===== src/rtl/group_scheduler_level_1.sv =====
// Level-1 round-robin scheduler: grants one level-0 pixel group at a time and holds it until release.
// Optional watchdog enabled by defining GRP_TIMEOUT_EN.
`timescale 1ns/1ps
module group_scheduler_level_1 #(
  parameter int GRP_ROWS = 4,
  parameter int GRP_COLS = 4,
  parameter int GRP_ADD  = 2,
  parameter int CNT_W    = 16,
  parameter int TIMEOUT  = 255
) (
  input  logic                               clk_i,
  input  logic                               reset_i,
  input  logic [GRP_ROWS-1:0][GRP_COLS-1:0]  req_i,
  input  logic                               grp_release_i,
  input  logic                               active_i,
  output logic [GRP_ROWS-1:0][GRP_COLS-1:0]  enable_o,
  output logic [GRP_ADD-1:0]                 x_add_o,
  output logic [GRP_ADD-1:0]                 y_add_o,
  output logic                               busy_o,
  output logic [CNT_W-1:0]                   grant_cnt_o,
  output logic                               timeout_o
);

  localparam int N     = GRP_ROWS * GRP_COLS;
  localparam int IDX_W = (N > 1) ? $clog2(N) : 1;

  if ((1 << GRP_ADD) < GRP_ROWS || (1 << GRP_ADD) < GRP_COLS || TIMEOUT < 1) begin : g_bad_params
    $error("group_scheduler_level_1: GRP_ADD too narrow or TIMEOUT < 1");
  end

  typedef enum logic [1:0] {IDLE, BUSY, GAP} state_t;

  state_t           state;
  logic [IDX_W-1:0] ptr_q;
  logic [N-1:0]     req_flat;
  logic [N-1:0]     onehot;
  logic             found;
  logic [IDX_W-1:0] win_idx;
  logic [GRP_ADD-1:0] win_row;
  logic [GRP_ADD-1:0] win_col;
  logic             release_hit;
  logic             wd_hit;

  assign req_flat = req_i;

  // Round-robin search upward from ptr_q+1; ptr_q holds the last winner.
  // NOTE: every always_comb output gets a default first so no path leaves it unassigned (no latch).
  always_comb begin
    found   = 1'b0;
    win_idx = '0;
    for (int k = 1; k <= N; k++) begin
      if (!found && req_flat[IDX_W'((int'(ptr_q) + k) % N)]) begin
        found   = 1'b1;
        win_idx = IDX_W'((int'(ptr_q) + k) % N);
      end
    end
    onehot          = '0;
    onehot[win_idx] = 1'b1;
    win_row = GRP_ADD'(int'(win_idx) / GRP_COLS);
    win_col = GRP_ADD'(int'(win_idx) % GRP_COLS);
  end

  // A granted group that stopped requesting while level 0 is idle is treated as released.
  assign release_hit = grp_release_i || (!req_flat[ptr_q] && !active_i);

`ifdef GRP_TIMEOUT_EN
  localparam int WD_W = $clog2(TIMEOUT + 1);
  logic [WD_W-1:0] wd_cnt;

  assign wd_hit = (state == BUSY) && (wd_cnt == WD_W'(TIMEOUT - 1));

  always_ff @(posedge clk_i or posedge reset_i) begin
    if (reset_i) begin
      wd_cnt    <= '0;
      timeout_o <= 1'b0;
    end else begin
      if (state != BUSY) wd_cnt <= '0;
      else               wd_cnt <= wd_cnt + 1'b1;
      if (wd_hit && !release_hit) timeout_o <= 1'b1;
    end
  end
`else
  assign wd_hit    = 1'b0;
  assign timeout_o = 1'b0;
`endif

  // NOTE: sequential state uses non-blocking assignments so every register samples pre-edge values.
  always_ff @(posedge clk_i or posedge reset_i) begin
    if (reset_i) begin
      state       <= IDLE;
      ptr_q       <= IDX_W'(N - 1);
      enable_o    <= '0;
      x_add_o     <= '0;
      y_add_o     <= '0;
      busy_o      <= 1'b0;
      grant_cnt_o <= '0;
    end else begin
      case (state)
        IDLE: begin
          if (found) begin
            enable_o <= onehot;
            x_add_o  <= win_row;
            y_add_o  <= win_col;
            busy_o   <= 1'b1;
            ptr_q    <= win_idx;
            if (grant_cnt_o != '1) grant_cnt_o <= grant_cnt_o + 1'b1;
            state    <= BUSY;
          end
        end
        BUSY: begin
          if (release_hit || wd_hit) begin
            enable_o <= '0;
            busy_o   <= 1'b0;
            state    <= GAP;
          end
        end
        GAP:     state <= IDLE;
        default: state <= IDLE;
      endcase
    end
  end

endmodule


===== config.mk =====
export PLATFORM = sky130hd
export DESIGN_NAME = group_scheduler_level_1
export DESIGN_NICKNAME = d
export VERILOG_FILES = /design/src/rtl/group_scheduler_level_1.sv
export SDC_FILE = /design/constraint.sdc
export NUM_CORES = 1
export LEC_CHECK = 0
export BUFFER_PORTS_ARGS = -buffer_cell sky130_fd_sc_hd__buf_2
export CAP_MARGIN = 20
export CORE_MARGIN = 2
export CORE_UTILIZATION = 59
export DETAILED_ROUTE_END_ITERATION = 8
export PLACE_DENSITY = 0.81
export RECOVER_POWER = 100
export SKIP_CTS_REPAIR_TIMING = 1
export SLEW_MARGIN = 20
export SYNTH_ARGS = -nofsm -noshare
export SYNTH_HDL_FRONTEND = slang
export SYNTH_SLANG_ARGS = --single-unit

===== constraint.sdc =====
create_clock -name clk_i -period 5.36 [get_ports clk_i]
set_input_delay 0.268 -clock clk_i [delete_from_list [all_inputs] [get_ports clk_i]]
set_output_delay 0.268 -clock clk_i [all_outputs]
set_load 0.03 [all_outputs]

==> results of run 1 <==
## area by class of cell
cell class,instances,share of cell area (%)
clock buffers,6,1.76
flip-flops and latches,43,23.1
well taps,99,2.64
clock inverters,1,0.107
repair buffers,63,6.03
inverters,5,0.400
multi-input cells,390,66.0
## final timing paths
kind                                         startpoint                          to  slack (ps)  depth (start not counted)
worst max-delay path               ptr_q[0]$_DFFE_PP1P_    enable_o[13]$_DFFE_PP0P_         400                         11
worst min-delay path                      grp_release_i        state[0]$_DFFE_PP0P_         330                          4
worst max register to register     ptr_q[0]$_DFFE_PP1P_    enable_o[13]$_DFFE_PP0P_         400                         11
worst min register to register  enable_o[5]$_DFFE_PP0P_     enable_o[5]$_DFFE_PP0P_         490                          2
max in group asynchronous                       reset_i    enable_o[14]$_DFFE_PP0P_        3320                          3
min in group asynchronous                       reset_i  grant_cnt_o[8]$_DFFE_PP0P_         780                          3
## placed cells by master (no fill, tap or decap), types with 5 or more instances in the layout
master / instances
nand2_1: 57
dfrtp_1: 39
clkbuf_1: 38
nor2_1: 37
mux2i_1: 27
mux4_2: 26
nand3_1: 25
a21oi_1: 20
buf_2: 19
mux2_2: 15
xnor2_1: 13
xor2_1: 11
o21ai_0: 11
and3_1: 10
nor3_1: 9
ha_1: 9
nand4_1: 7
o41ai_1: 7
a32o_1: 7
clkbuf_8: 6
buf_4: 6
nor2b_1: 5
nand2b_1: 5
a211oi_1: 5
o31ai_1: 5
## registers in the layout, summed over array words and instances (netlist names)
name and flops:
busy_o 1, enable_o 16, grant_cnt_o 16, ptr_q 4, state 2, x_add_o 2, y_add_o 2
## through the flow
| step | worst slack [ps] | cells | hold slack (ps) | utilization (%) |
|---|---|---|---|---|
| 2_1_floorplan | 437 | 465 | 439 | - |
| 3_3_place_gp | 643 | 600 | 421 | 65.0 |
| 3_5_place_dp | 588 | 600 | 428 | 65.0 |
| 4_1_cts | 564 | 607 | 114 | 66.3 |
| 5_1_grt | 80.5 | 607 | 392 | 65.0 |
| 6_report | 397 | 607 | 328 | 65.0 |
## worst max-delay path: cells and delay by family, from the launching register on
family	cells	cell delay (ps)
flip-flops	1	540
AND/OR/NAND/NOR	3	1340
buffers and inverters	1	390
XOR/XNOR	1	550
adder cells (fa/ha/maj)	1	400
AO/OA/AOI/OAI	3	870
multiplexers	2	740
## kinds of logic (layout without fill, tap and decap cells)
family,count (synthesis),after routing,share of synthesized area (%)
simple gates,178,178,20.7
compound gates,107,107,19.2
mux,71,71,24.3
flops,43,43,24.7
buf+inv,32,75,3.69
xor+xnor,24,24,4.80
fa+ha+maj,9,9,2.57
other cells,1,1,0.0857
## per-layer routing
metal | global-route usage, % | vias up | share of wire [%]
met4 | 7.95 | 0 | 3.1
met2 | 49.5 | 270 | 45
met1 | 44.0 | 1992 | 41
li1 | - | 1880 | -
met3 | 7.71 | 51 | 11
met5 | 0 | - | 0
==> impl_metrics.json, run 1 <==
{
  "maxCapViolations": 1,
  "fin_tns_setup_ps": 0,
  "setup_viol": 0,
  "grtUsageTotal_pct": 31.5,
  "hold_viol": 0,
  "rsz0062_at_grt": "no",
  "synthArstFlopShare_pct": 100,
  "slowest_stage": "or3_1",
  "seq_area_mm2": 0.00108,
  "outcome": "finished, violations left",
  "critPathKind": "reg2reg",
  "wl_um": 12600,
  "failed_checks": "capacitance limit, slew limit",
  "routedWlPerCell_um": 20.8,
  "synthDistinctLibCells": 78,
  "rows": 31,
  "dpl.hpwl_um": 9530,
  "synth_area_leader_cell": "dfrtp_1",
  "diodes": 0,
  "cp.required_ps": 5530,
  "clock-root-buffer": "clkbuf_8",
  "drtIter0Drc": 513,
  "place_congestion": 1.03,
  "fp.dieH_um": 90.1,
  "cts-htree-levels": 2,
  "io_pins": 58,
  "maxSlewHeadroom_pct": -47.4,
  "grt_overflow": 0,
  "worstPathArrival_ps": 5140,
  "multi_input_area_mm2": 0.00310,
  "drt_pass1_iterations": 8,
  "fmax_ghz": 0.202,
  "clk_latency_ps": 290,
  "io_buffers": 56,
  "synth.top_cell.area_share_pct": 22.3,
  "synth_warnings": 0,
  "worstSetupStartpointType": "flop",
  "ys.flop_type": "dfrtp_1",
  "path_cells": "buf_4 -> ha_1 -> xor2_1 -> mux2i_1 -> mux2i_1 -> or3_1 -> nor4_4 -> o21ai_0 -> a32o_1 -> and2_0 -> o41ai_1",
  "ys_ff_latch": 43,
  "fin_crit_ps": 4960,
  "critPathCaptureType": "flop",
  "synth_seq_area_share_pct": 24.7,
  "fillerInstances": 664,
  "drc": 0,
  "maxSlewViolCount": 44,
  "cts_buffers": 5,
  "cp_slowest_stage_delay_ps": 570,
  "placedInstanceArea_mm2": 0.00469,
  "synth_common_cells": "nand2_1 (57), dfrtp_1 (39), nor2_1 (37), mux2i_1 (27), mux4_2 (26)",
  "grt_start_max_net_pins": 44,
  "path_common_cell": "mux2i_1",
  "start_util_pct": 60.7,
  "critPathMaxFanout": 33,
  "num_vias": 4193,
  "synth_area_per_cell_um2": 9.41,
  "dieArea_mm2": 0.00813,
  "fin_crit_sh_pct": 92.6,
  "synth_edf_count": 0,
  "synth_most_common_cell": "nand2_1",
  "vias_per_cell": 6.91,
  "grt_pass1_wl_um": 20800,
  "syn_area_mm2": 0.00438,
  "drive_above_1_share_pct": 18.3,
  "clock-sinks": 43,
  "fin_area_mm2": 0.00469,
  "cts_buffer_depth": 2,
  "synth_cells": 465,
  "die_w_um": 90.1,
  "grt_pass1_vias": 4015,
  "area_growth_pct": 7.12,
  "nets": 537,
  "clock_skew_ps": 4.74,
  "ant_nets": 0,
  "fp.coreArea_mm2": 0.00721,
  "antenna_found_initial": 0,
  "clk_pin_slew_ps": 80,
  "hp-class": "in2reg",
  "synthTopCellsByArea": "dfrtp_1 (22%), mux4_2 (13%), mux2i_1 (6.2%)",
  "tritoncts": "built",
  "worstMarginPinSlew_ps": 2210,
  "syn_nets": 494
}
Power of run 1 is not shown: default switching activity piles up to over one toggle a cycle in this logic, so the estimate is an artifact.
==> run 2, diff against run 1 <==
--- a/config.mk
+++ b/config.mk
@@ -10,7 +10,7 @@
 export CORE_MARGIN = 2
 export CORE_UTILIZATION = 59
 export DETAILED_ROUTE_END_ITERATION = 8
-export PLACE_DENSITY = 0.81
+export PLACE_DENSITY_LB_ADDON = 0.1
 export RECOVER_POWER = 100
 export SKIP_CTS_REPAIR_TIMING = 1
 export SLEW_MARGIN = 20
==> impl_metrics.json, run 2 (synthesis results as in run 1) <==
{
  "outcome": "finished, violations left",
  "failed_checks": "capacitance limit, slew limit",
  "fin_tns_setup_ps": 0,
  "cts_buffer_depth": 2,
  "reg2reg_depth": 11,
  "cp_slowest_stage_delay_ps": 590,
  "rrSetupSlack_ps": 540,
  "worstSetupStartpointType": "flop",
  "hold_viol": 0,
  "maxSlewViolCount": 44,
  "final_common_cell": "nand2_1",
  "diodes": 0,
  "clk_pin_slew_ps": 90,
  "dpl.hpwl_um": 9450,
  "cp.required_ps": 5530,
  "maxSlewHeadroom_pct": -47.5,
  "grtUsageTotal_pct": 31.1,
  "clock_skew_ps": 9.26,
  "clock-sinks": 43,
  "drc": 0,
  "start_util_pct": 60.7,
  "nets": 542,
  "ant_nets": 0,
  "antenna_found_initial": 0,
  "vias_per_cell": 6.88,
  "area_growth_pct": 8.49,
  "final_cell_mix": "nand2_1 (57), dfrtp_1 (39), clkbuf_1 (39), nor2_1 (37), mux2i_1 (27)",
  "fin_crit_sh_pct": 90.0,
  "rr_endpoint": "enable_o[5]$_DFFE_PP0P_",
  "drtIter0Drc": 478,
  "fin_crit_ps": 4820,
  "critPathMaxFanout": 29,
  "grt_start_max_net_pins": 44,
  "tritoncts": "built",
  "io_pins": 58,
  "clk_latency_ps": 300,
  "maxCapViolations": 1,
  "worstPathArrival_ps": 4990,
  "grt_pass1_wl_um": 20600,
  "critical_path.top_delay_family": "simple AND/OR/NAND/NOR gates",
  "die_w_um": 90.1,
  "drt_pass1_iterations": 5,
  "crit_start": "ptr_q[1]$_DFFE_PP1P_",
  "dieArea_mm2": 0.00813,
  "clock-root-buffer": "clkbuf_8",
  "slowest_stage": "or3_1",
  "path_cells": "buf_4 -> ha_1 -> a21oi_1 -> xnor2_1 -> mux4_2 -> or3_1 -> nor4_4 -> o21ai_0 -> a32o_1 -> and2_0 -> o41ai_1",
  "rsz0062_at_grt": "no",
  "cts_buffers": 5,
  "num_vias": 4220,
  "place_congestion": 0.971,
  "cp_num_buf_inv": 1,
  "wl_um": 12700,
  "setup_viol": 0,
  "fp.dieH_um": 90.1,
  "drive_above_1_share_pct": 18.5,
  "io_buffers": 56,
  "fillerInstances": 618,
  "timing.rr.start": "ptr_q[1]$_DFFE_PP1P_",
  "critPathCapture": "enable_o[5]$_DFFE_PP0P_",
  "fmax_ghz": 0.207,
  "critPathCaptureType": "flop",
  "routedWlPerCell_um": 20.7,
  "fp.coreArea_mm2": 0.00721,
  "cts-htree-levels": 2,
  "worstMarginPinSlew_ps": 2210,
  "top_regs": "enable_o x16, grant_cnt_o x16, ptr_q x4",
  "hp-class": "in2reg",
  "critPathKind": "reg2reg",
  "grt_overflow": 0,
  "rows": 31,
  "cp.depth": 11,
  "grt_pass1_vias": 3982
}
==> run 2: per-stage QoR <==
stage	std cells	instance area [µm²]	setup slack (ps)	utilization, %	hold WS [ps]
3_5_place_dp	605	4730	884	65.6	428
2_1_floorplan	465	4380	437	-	439
4_1_cts	613	4840	836	67.1	98.6
6_report	613	4750	537	65.8	319
3_3_place_gp	605	4730	920	65.6	423
5_1_grt	613	4750	321	65.8	365
==> run 2: area by class of cell <==
type                            instances  area, µm²  share of cell area [%]
Tap cell                               99        124                    2.61
Timing Repair Buffer                   68        317                    6.66
Clock buffer                            5       68.8                    1.45
Sequential cell                        43       1080                    22.8
Multi-Input combinational cell        390       3100                    65.2
Clock inverter                          3       43.8                   0.922
Inverter                                5       18.8                   0.395
==> run 2: routing by layer <==
metal / track usage (%) / share of wire, %
met3: 3.77 / 8.2
met2: 51.8 / 48
met1: 41.5 / 41
met5: 0 / 0
met4: 12.1 / 3.4
==> run 2: worst min-delay path by stage <==
stage,start,to,cells past startpoint
floorplan,state[1]$_DFFE_PP0P_,state[0]$_DFFE_PP0P_,1
global placement,reset_i,grant_cnt_o[6]$_DFFE_PP0P_,3
detailed placement,reset_i,grant_cnt_o[6]$_DFFE_PP0P_,3
CTS,reset_i,grant_cnt_o[13]$_DFFE_PP0P_,3
global route,grp_release_i,state[0]$_DFFE_PP0P_,4
finish,grp_release_i,state[0]$_DFFE_PP0P_,4
==> run 2: worst min-delay path, delay by kind of cell <==
family          cells  cell delay, ps
compound gates      1             140
buf+inv             1              70
simple gates        2             110
Power of run 2 is left out for the same reason.
